**config.mk**
```make
export PLATFORM = sky130hd
export DESIGN_NAME = cachemem_2way
export DESIGN_NICKNAME = d
export VERILOG_FILES = /design/src/rtl/cachemem_2way.sv
export SDC_FILE = /design/constraint.sdc
export NUM_CORES = 2
export LEC_CHECK = 0
export BUFFER_PORTS_ARGS = -buffer_cell sky130_fd_sc_hd__buf_4
export CAP_MARGIN = 10
export CORE_ASPECT_RATIO = 0.6
export CORE_MARGIN = 2
export CORE_UTILIZATION = 50
export DETAILED_ROUTE_END_ITERATION = 10
export PLACE_DENSITY = 0.66
export SYNTH_ARGS = -nofsm -noshare
export SYNTH_HDL_FRONTEND = slang
export SYNTH_MEMORY_MAX_BITS = 65536
export SYNTH_SLANG_ARGS = --single-unit
export TNS_END_PERCENT = 50
```
**constraint.sdc**
```tcl
create_clock -name clock -period 11.6 [get_ports clock]
set_input_delay 3.48 -clock clock [delete_from_list [all_inputs] [get_ports clock]]
set_output_delay 3.48 -clock clock [all_outputs]
set_load 0.02 [all_outputs]
```
**src/rtl/cachemem_2way.sv**
```systemverilog
// Two-way set-associative cache array: valid/tag/data per way, per-set LRU bit, combinational tag compare.
// Zero-latency read and victim select; fills, invalidates and flush commit at the rising edge.
module cachemem_2way #(
  parameter int DATA_SIZE = 64,
  parameter int IDX_BITS  = 5,
  parameter int TAG_BITS  = 8
) (
  input  logic                 clock,
  input  logic                 reset,
  input  logic                 rd1_en,
  input  logic [IDX_BITS-1:0]  rd1_idx,
  input  logic [TAG_BITS-1:0]  rd1_tag,
  output logic [DATA_SIZE-1:0] rd1_data,
  output logic                 rd1_valid,
  output logic                 rd1_way,
  input  logic                 wr1_en,
  input  logic [IDX_BITS-1:0]  wr1_idx,
  input  logic [TAG_BITS-1:0]  wr1_tag,
  input  logic [DATA_SIZE-1:0] wr1_data,
  output logic                 wr1_victim_way,
  output logic                 wr1_victim_valid,
  input  logic                 inv_en,
  input  logic [IDX_BITS-1:0]  inv_idx,
  input  logic [TAG_BITS-1:0]  inv_tag,
  input  logic                 flush
);
  localparam int SETS = 2 ** IDX_BITS;

  logic [1:0]           r_valid [SETS];
  logic [TAG_BITS-1:0]  r_tag   [SETS][2];
  logic [DATA_SIZE-1:0] r_data  [SETS][2];
  logic [SETS-1:0]      r_lru;

  logic [1:0] w_rd_hit;
  logic [1:0] w_wr_match;
  logic [1:0] w_inv_hit;
  logic       w_vict;
  logic       w_inv_way;

  always_comb begin
    w_rd_hit   = 2'b00;
    w_wr_match = 2'b00;
    w_inv_hit  = 2'b00;
    for (int w = 0; w < 2; w++) begin
      w_rd_hit[w]   = r_valid[rd1_idx][w] && (r_tag[rd1_idx][w] == rd1_tag);
      w_wr_match[w] = r_valid[wr1_idx][w] && (r_tag[wr1_idx][w] == wr1_tag);
      w_inv_hit[w]  = r_valid[inv_idx][w] && (r_tag[inv_idx][w] == inv_tag);
    end
  end

  // Way 0 wins a double match; fills never create one.
  assign rd1_valid = |w_rd_hit;
  assign rd1_way   = ~w_rd_hit[0] & w_rd_hit[1];
  assign rd1_data  = r_data[rd1_idx][rd1_way];

  always_comb begin
    w_vict = r_lru[wr1_idx];
    if (w_wr_match[0])               w_vict = 1'b0;
    else if (w_wr_match[1])          w_vict = 1'b1;
    else if (!r_valid[wr1_idx][0])   w_vict = 1'b0;
    else if (!r_valid[wr1_idx][1])   w_vict = 1'b1;
  end

  assign wr1_victim_way   = w_vict;
  assign wr1_victim_valid = r_valid[wr1_idx][w_vict] && (r_tag[wr1_idx][w_vict] != wr1_tag);
  assign w_inv_way        = ~w_inv_hit[0];

  // Later assignments win: read LRU < invalidate < fill.
  always_ff @(posedge clock) begin
    if (reset || flush) begin
      for (int s = 0; s < SETS; s++) r_valid[s] <= 2'b00;
      r_lru <= '0;
    end else begin
      if (rd1_en && rd1_valid) r_lru[rd1_idx] <= ~rd1_way;
      if (inv_en && (|w_inv_hit)) begin
        r_valid[inv_idx][w_inv_way] <= 1'b0;
        r_lru[inv_idx]              <= w_inv_way;
      end
      if (wr1_en) begin
        r_valid[wr1_idx][w_vict] <= 1'b1;
        r_lru[wr1_idx]           <= ~w_vict;
      end
    end
  end

  always_ff @(posedge clock) begin
    if (!reset && !flush && wr1_en) begin
      r_tag[wr1_idx][w_vict]  <= wr1_tag;
      r_data[wr1_idx][w_vict] <= wr1_data;
    end
  end
endmodule

```
=== After elaboration in Yosys (flattened, before gate mapping) ===
Memory sizes are Yosys's and may differ from the RTL's.
Index checks and enable logic that the tools add are counted.

* $add $sub $neg: 0
* $mul: 0
* Div/mod/pow operators: 0
* Order comparisons: 13
* Equal/unequal tests: 7
* Shift-type cells: 0
* Muxes and demuxes: 53
* Bitwise gates (word level): 7
* Reduce and logical (&&, ||, !) cells: 24

{| class="wikitable"
|+ Operator list
! kind !! number
|-
| 64-bit two-way mux || 4
|-
| 32-bit two-way mux || 5
|-
| 128-bit two-way mux || 1
|-
| 32-bit bitwise mux || 3
|-
| 64-bit demux with 1-bit select || 1
|-
| 8-bit == test || 6
|-
| 8-bit two-way mux || 4
|-
| 1-bit two-way mux || 19
|-
| 5-bit by 6-bit < comparator with 1-bit output (second input constant) || 3
|-
| 1-bit logical AND || 17
|-
| 16-bit two-way mux || 1
|-
| 1-bit demux with 5-bit select || 3
|-
| 5-bit by 1-bit greater-or-equal comparator with 1-bit output (second input constant) || 3
|-
| 2-bit two-way mux || 6
|-
| 5-bit two-way mux || 2
|-
| 8-bit demux with 1-bit select || 1
|-
| 8-bit inequality test || 1
|-
| 2-bit OR reduction || 4
|-
| 1-bit binary-select mux with 5-bit select || 1
|-
| 2-bit greater-or-equal comparator (second input constant) || 2
|-
| 1-bit by 2-bit < comparator with 1-bit output (second input constant) || 2
|-
| 1-bit inverter || 4
|-
| 1-bit inverter with 2-bit output || 2
|-
| 1-bit demux with 1-bit select || 2
|-
| other kinds (5) || 7
|}

* Flip-flop bits (word level): 32
* Bits in latches: 0
* Memory bits (writable): 4672
* ROM bits: 0
* Input port bits: 109
* Output and inout port bits: 68
* Word-level logic and storage cells: 108
* Memories: 3

{| class="wikitable"
|+ Memories
! name !! depth !! width !! rd ports !! clocked after memory_dff !! write ports !! RTL line !! source
|-
| r_data || 32 || 128 || 1 || 0 || 1 || 31 || <nowiki>logic [DATA_SIZE-1:0] r_data [SETS][2];</nowiki>
|-
| r_tag || 32 || 16 || 3 || 0 || 1 || 30 || <nowiki>logic [TAG_BITS-1:0] r_tag [SETS][2];</nowiki>
|-
| r_valid || 32 || 2 || 3 || 0 || 32 || 29 || <nowiki>logic [1:0] r_valid [SETS];</nowiki>
|}

=== Logic depth before layout (Yosys ltp) ===
An unclocked memory read counts as a cell.

* Depth after elaboration: 14
* Gate-level depth with buffers: 17
* Mapped depth without buffers: 12

=== Least setup slack after synthesis ===
Ideal clock, no wire load.

* Path kind: input to output
* Start point: input rd1_idx[0]
* End point: output rd1_data[61]
* Arrival time: 6.329 ns
* Data required time: 8.120 ns
* Slack: 1.791 ns
* Stages on the path: 10
* Buffers on the path: 6
* Cells stage by stage: buf_2 -> buf_2 -> buf_4 -> buf_2 -> buf_2 -> buf_1 -> mux4_2 -> a22oi_1 -> nand4_1 -> mux2_2

* Longest elaborated chain between the ends: 9
* Elaborated cells between the ends (all ways): 13
* Those cells by class: eq/ne (2); mux (3); bitwise (3); reduce/logical (2); memory (3)

{| class="wikitable"
|+ Ends and longest elaborated chain
! item !! RTL line !! source
|-
| start, declared || 11 || <nowiki>input logic [IDX_BITS-1:0] rd1_idx,</nowiki>
|-
| memory read 32 x 16 bit || n/a ||
|-
| 8-bit == test || 45 || <nowiki>w_rd_hit[w] = r_valid[rd1_idx][w] && (r_tag[rd1_idx][w] == rd1_tag);</nowiki>
|-
| 1-bit logical AND || 45 ||
|-
| 1-bit inverter || 53 || <nowiki>assign rd1_way = ~w_rd_hit[0] & w_rd_hit[1];</nowiki>
|-
| 1-bit AND || 53 ||
|-
| 1-bit inverter with 2-bit output (implied by the code) || 54 || <nowiki>assign rd1_data = r_data[rd1_idx][rd1_way];</nowiki>
|-
| 64-bit two-way mux (implied by the code) * (3 in a row) || 54 ||
|-
| end, declared || 13 || <nowiki>output logic [DATA_SIZE-1:0] rd1_data,</nowiki>
|}

Every way passes the cells marked *; elsewhere a longest branch is shown, timed or not. The select of a mux whose other input is x is not followed.

=== Final worst setup path ===
* Start point: input wr1_idx[2]
* End point: output wr1_victim_valid

* Longest elaborated chain between the ends: 12
* Elaborated cells between the ends (all ways): 20
* Those cells by class: eq/ne (3); mux (11); bitwise (1); reduce/logical (3); memory (2)

{| class="wikitable"
|+ Ends and longest elaborated chain
! item !! RTL line !! source
|-
| start, declared || 17 || <nowiki>input logic [IDX_BITS-1:0] wr1_idx,</nowiki>
|-
| branches (longest 11 deep; another with memory read 32 x 16 bit) || n/a ||
|-
| 1-bit logical AND * || 65 || <nowiki>assign wr1_victim_valid = r_valid[wr1_idx][w_vict] && (r_tag[wr1_idx][w_vict] != wr1_tag);</nowiki>
|-
| end, declared || 21 || <nowiki>output logic wr1_victim_valid,</nowiki>
|}

Mark *: on every way between the ends. The select of a mux whose other input is x is not followed.

==> impl_metrics.env <==
export IMPL_startpoint_type="primary input"
export IMPL_core_area_um2=371000
export IMPL_drt_iter0_drc=19400
export IMPL_synth_flop_cell="edfxtp_1"
export IMPL_fmax_mhz=87.6
export IMPL_track_usage_pct=31.0
export IMPL_path_class="in2out"
export IMPL_final_min_clock_period_ns=11.42
export IMPL_end_kind="primary output"
export IMPL_clk_path_buf_depth=4
export IMPL_slew_violations=0
export IMPL_cp_startpoint="wr1_idx[2]"
export IMPL_report_final_hold_viol_count=0
export IMPL_multiInputGateArea_um2=44900
export IMPL_vias_per_cell=7.23
export IMPL_arrival_ns=7.94
export IMPL_finalNetCount=9028
export IMPL_r2r_cells=15
export IMPL_placedInstanceArea_um2=197000
export IMPL_grt_pass1_vias=97900
export IMPL_regToRegSetupSlack_ns=5.62
export IMPL_routed_wl_mm=600
export IMPL_die_w_um=794
export IMPL_antenna_found_initial=41
export IMPL_async_reset_ff_share_pct=0
export IMPL_power_leakage_nw=65.1
export IMPL_crit_end="wr1_victim_valid"
export IMPL_htreeDepth=5
export IMPL_ios=177
export IMPL_dieArea_um2=379000
export IMPL_crit_path_max_fanout=22
export IMPL_core_rowCount=173
export IMPL_rsz0062_at_grt="no"
export IMPL_seq_area_um2=140000
export IMPL_place_port_buffers=176
export IMPL_ys_seq_area_share_pct=75.0
export IMPL_ant_nets=0
export IMPL_avgSynthCellArea_um2=21.8
export IMPL_peakVddDrop_mv=0.156
export IMPL_cap_violations=0
export IMPL_firstDrtPassIters=9
export IMPL_grt_pass1_wl_mm=815
export IMPL_drc=0
export IMPL_hold_buffers=0
export IMPL_wire_per_inst_um=42.1
export IMPL_cts_root_buf="clkbuf_16"
export IMPL_min_path_type="reg2reg"
export IMPL_start_util_pct=50.4
export IMPL_yosysWarningCount=0
export IMPL_synth_seq_cells=4704
export IMPL_slew_headroom_pct=7.08
export IMPL_syn_inst=8585
export IMPL_ctsResizeCount=0
export IMPL_clock_latency_ns=0.98
export IMPL_synth_area_um2=187000
export IMPL_power_density_nw_per_um2=164
export IMPL_numCtsBuffers=418
export IMPL_cts_sink_count=4704
export IMPL_syn_nets=8694
export IMPL_clk_pin_slew_ns=0.06
export IMPL_num_vias=103000
export IMPL_fin_skew_ns=0.0717
export IMPL_outcome="complete, no violations"
export IMPL_placed_cells_incl_taps=13500
export IMPL_rr_endpoint="r_data[8][34]"
export IMPL_worstPathRequired_ns=8.12
export IMPL_post_cts_buffers=0
export IMPL_final_cell_count_no_fill=14300
export IMPL_nFillCells=26700
export IMPL_fin_tns_setup_ns=0
export IMPL_grt_overflow=0
export IMPL_period_share_pct=98.4
export IMPL_grt_max_degree=171
export IMPL_gp_congestion=0.925
export IMPL_post_route_util_pct=56.6
export IMPL_setup_viol=0
export IMPL_cts_tree="done"
export IMPL_yosysUniqueCellTypes=62
export IMPL_r2r_start="r_tag[15][1]"
export IMPL_finish_instance_area_um2=210000
export IMPL_area_growth_pct=12.3
export IMPL_drive_gt1_share_pct=27.4
export IMPL_synth_edff_count=4608
export IMPL_dpl_hpwl_mm=297
export IMPL_die_h_um=478
export IMPL_tightest_slew_ns=1.39
[per-stage QoR]
step	setup WS, ns	hold WS [ns]	power, mW
after detailed placement	0.643	0.488	20.9
after global placement	0.688	0.471	20.8
after floorplan	1.79	0.455	20.1
after CTS	0.645	0.504	34.5
after global routing	0.386	0.537	35.2
final	0.183	0.510	34.5
[worst min path at each step]
| stage | from | to | cells after the start |
|---|---|---|---|
| 6_report | r_valid[20][1] | r_valid[20][1] | 2 |
| 5_1_grt | r_valid[3][0] | r_valid[3][0] | 1 |
| 4_1_cts | r_valid[11][0] | r_valid[11][0] | 1 |
| 3_5_place_dp | r_valid[11][0] | r_valid[11][0] | 1 |
| 3_3_place_gp | r_valid[11][0] | r_valid[11][0] | 1 |
| 2_1_floorplan | r_valid[10][0] | r_valid[10][0] | 1 |
[registers in the layout, summed over array words and instances, names as in the netlist]
signal,cells
r_data,4096
r_valid,64
r_tag,512
r_lru,32
[layout by cell type (no fill, tap or decap), types with 64 or more instances in the layout]
cell and instances:
o22ai_1 132, a22oi_1 663, dfxtp_1 96, buf_4 339, edfxtp_1 4608, clkbuf_16 423
nor2_1 78, clkbuf_1 93, mux2i_1 286, mux2_2 64, clkinv_1 105, mux4_2 1336
nor2_4 64, buf_12 139, nand4_1 173, nand2_1 125
[synthesized netlist by cell type (all sizes together) (4+ instances only)]
cell type / count / area, um2
nand2b: 9 / 56.3
a21oi: 49 / 245
nand2: 128 / 488
a21o: 10 / 75.1
nand3b: 9 / 67.6
and3b: 7 / 61.3
o21ai: 61 / 305
nor3b: 8 / 60.1
xor2: 29 / 254
mux2: 64 / 721
a31o: 11 / 96.3
nand4bb: 6 / 67.6
buf: 240 / 1260
nor3: 4 / 25.0
a41o: 22 / 220
clkbuf: 329 / 1240
a22o: 7 / 61.3
nand3: 30 / 165
mux2i: 286 / 2860
o211ai: 11 / 82.6
a22oi: 663 / 4980
xnor2: 15 / 131
nor2b: 4 / 25.0
dfxtp: 96 / 1920
mux4: 1336 / 30100
or4b: 5 / 53.8
or2: 7 / 43.8
edfxtp: 4608 / 138000
and2: 8 / 50.1
o22ai: 132 / 826
and3: 4 / 25.0
nor2: 144 / 556
nand4: 174 / 1090
nand4b: 4 / 60.1
nor4: 41 / 263
o221ai: 4 / 35.0
[report_power, final]
part,internal [mW],switching (mW)
logic,0.666,1.18
registers,18.7,0.0101
clock network,7.66,6.26
total,27.0,7.45
[worst max-delay path, cell delays in order]
cell,delay [ns]
buf_4,0.22
nand2_1,0.11
nor2_1,1.05
a22oi_1,0.50
and4_1,0.42
o21bai_1,0.86
o41ai_4,0.27
nand2_4,0.15
inv_2,0.06
a211oi_1,0.24
nor2_1,0.07
o31a_1,0.31
buf_4,0.19
[layer usage]
layer | vias up | track usage, % | share of wire, %
met3 | 1387 | 9.64 | 15
met5 | - | 0 | 0.020
li1 | 37900 | - | -
met2 | 8924 | 45.7 | 44
met4 | 18 | 10.5 | 4.0
met1 | 54800 | 44.5 | 37
[final cells by class]
| cell class | instances | area share [%] |
|---|---|---|
| clock inverter | 236 | 1.16 |
| tap | 4987 | 2.97 |
| multi-input combinational | 3310 | 21.3 |
| sequential | 4704 | 66.7 |
| antenna | 18 | 0.0214 |
| timing repair buffer | 483 | 2.57 |
| clock buffer | 516 | 5.20 |
| inverter | 2 | 0.00357 |
[cell families (layout without fill, tap and decap cells)]
family | count (synthesis) | after routing | share of synthesized area (%)
AO/OA/AOI/OAI | 979 | 979 | 3.75
XOR/XNOR | 44 | 44 | 0.206
buffers and inverters | 571 | 1237 | 1.34
flip-flops | 4704 | 4704 | 75.0
multiplexers | 1686 | 1686 | 18.0
other | 0 | 18 | 0
AND/OR/NAND/NOR | 601 | 601 | 1.73
No activity file was read; power rests on OpenSTA's default activity.
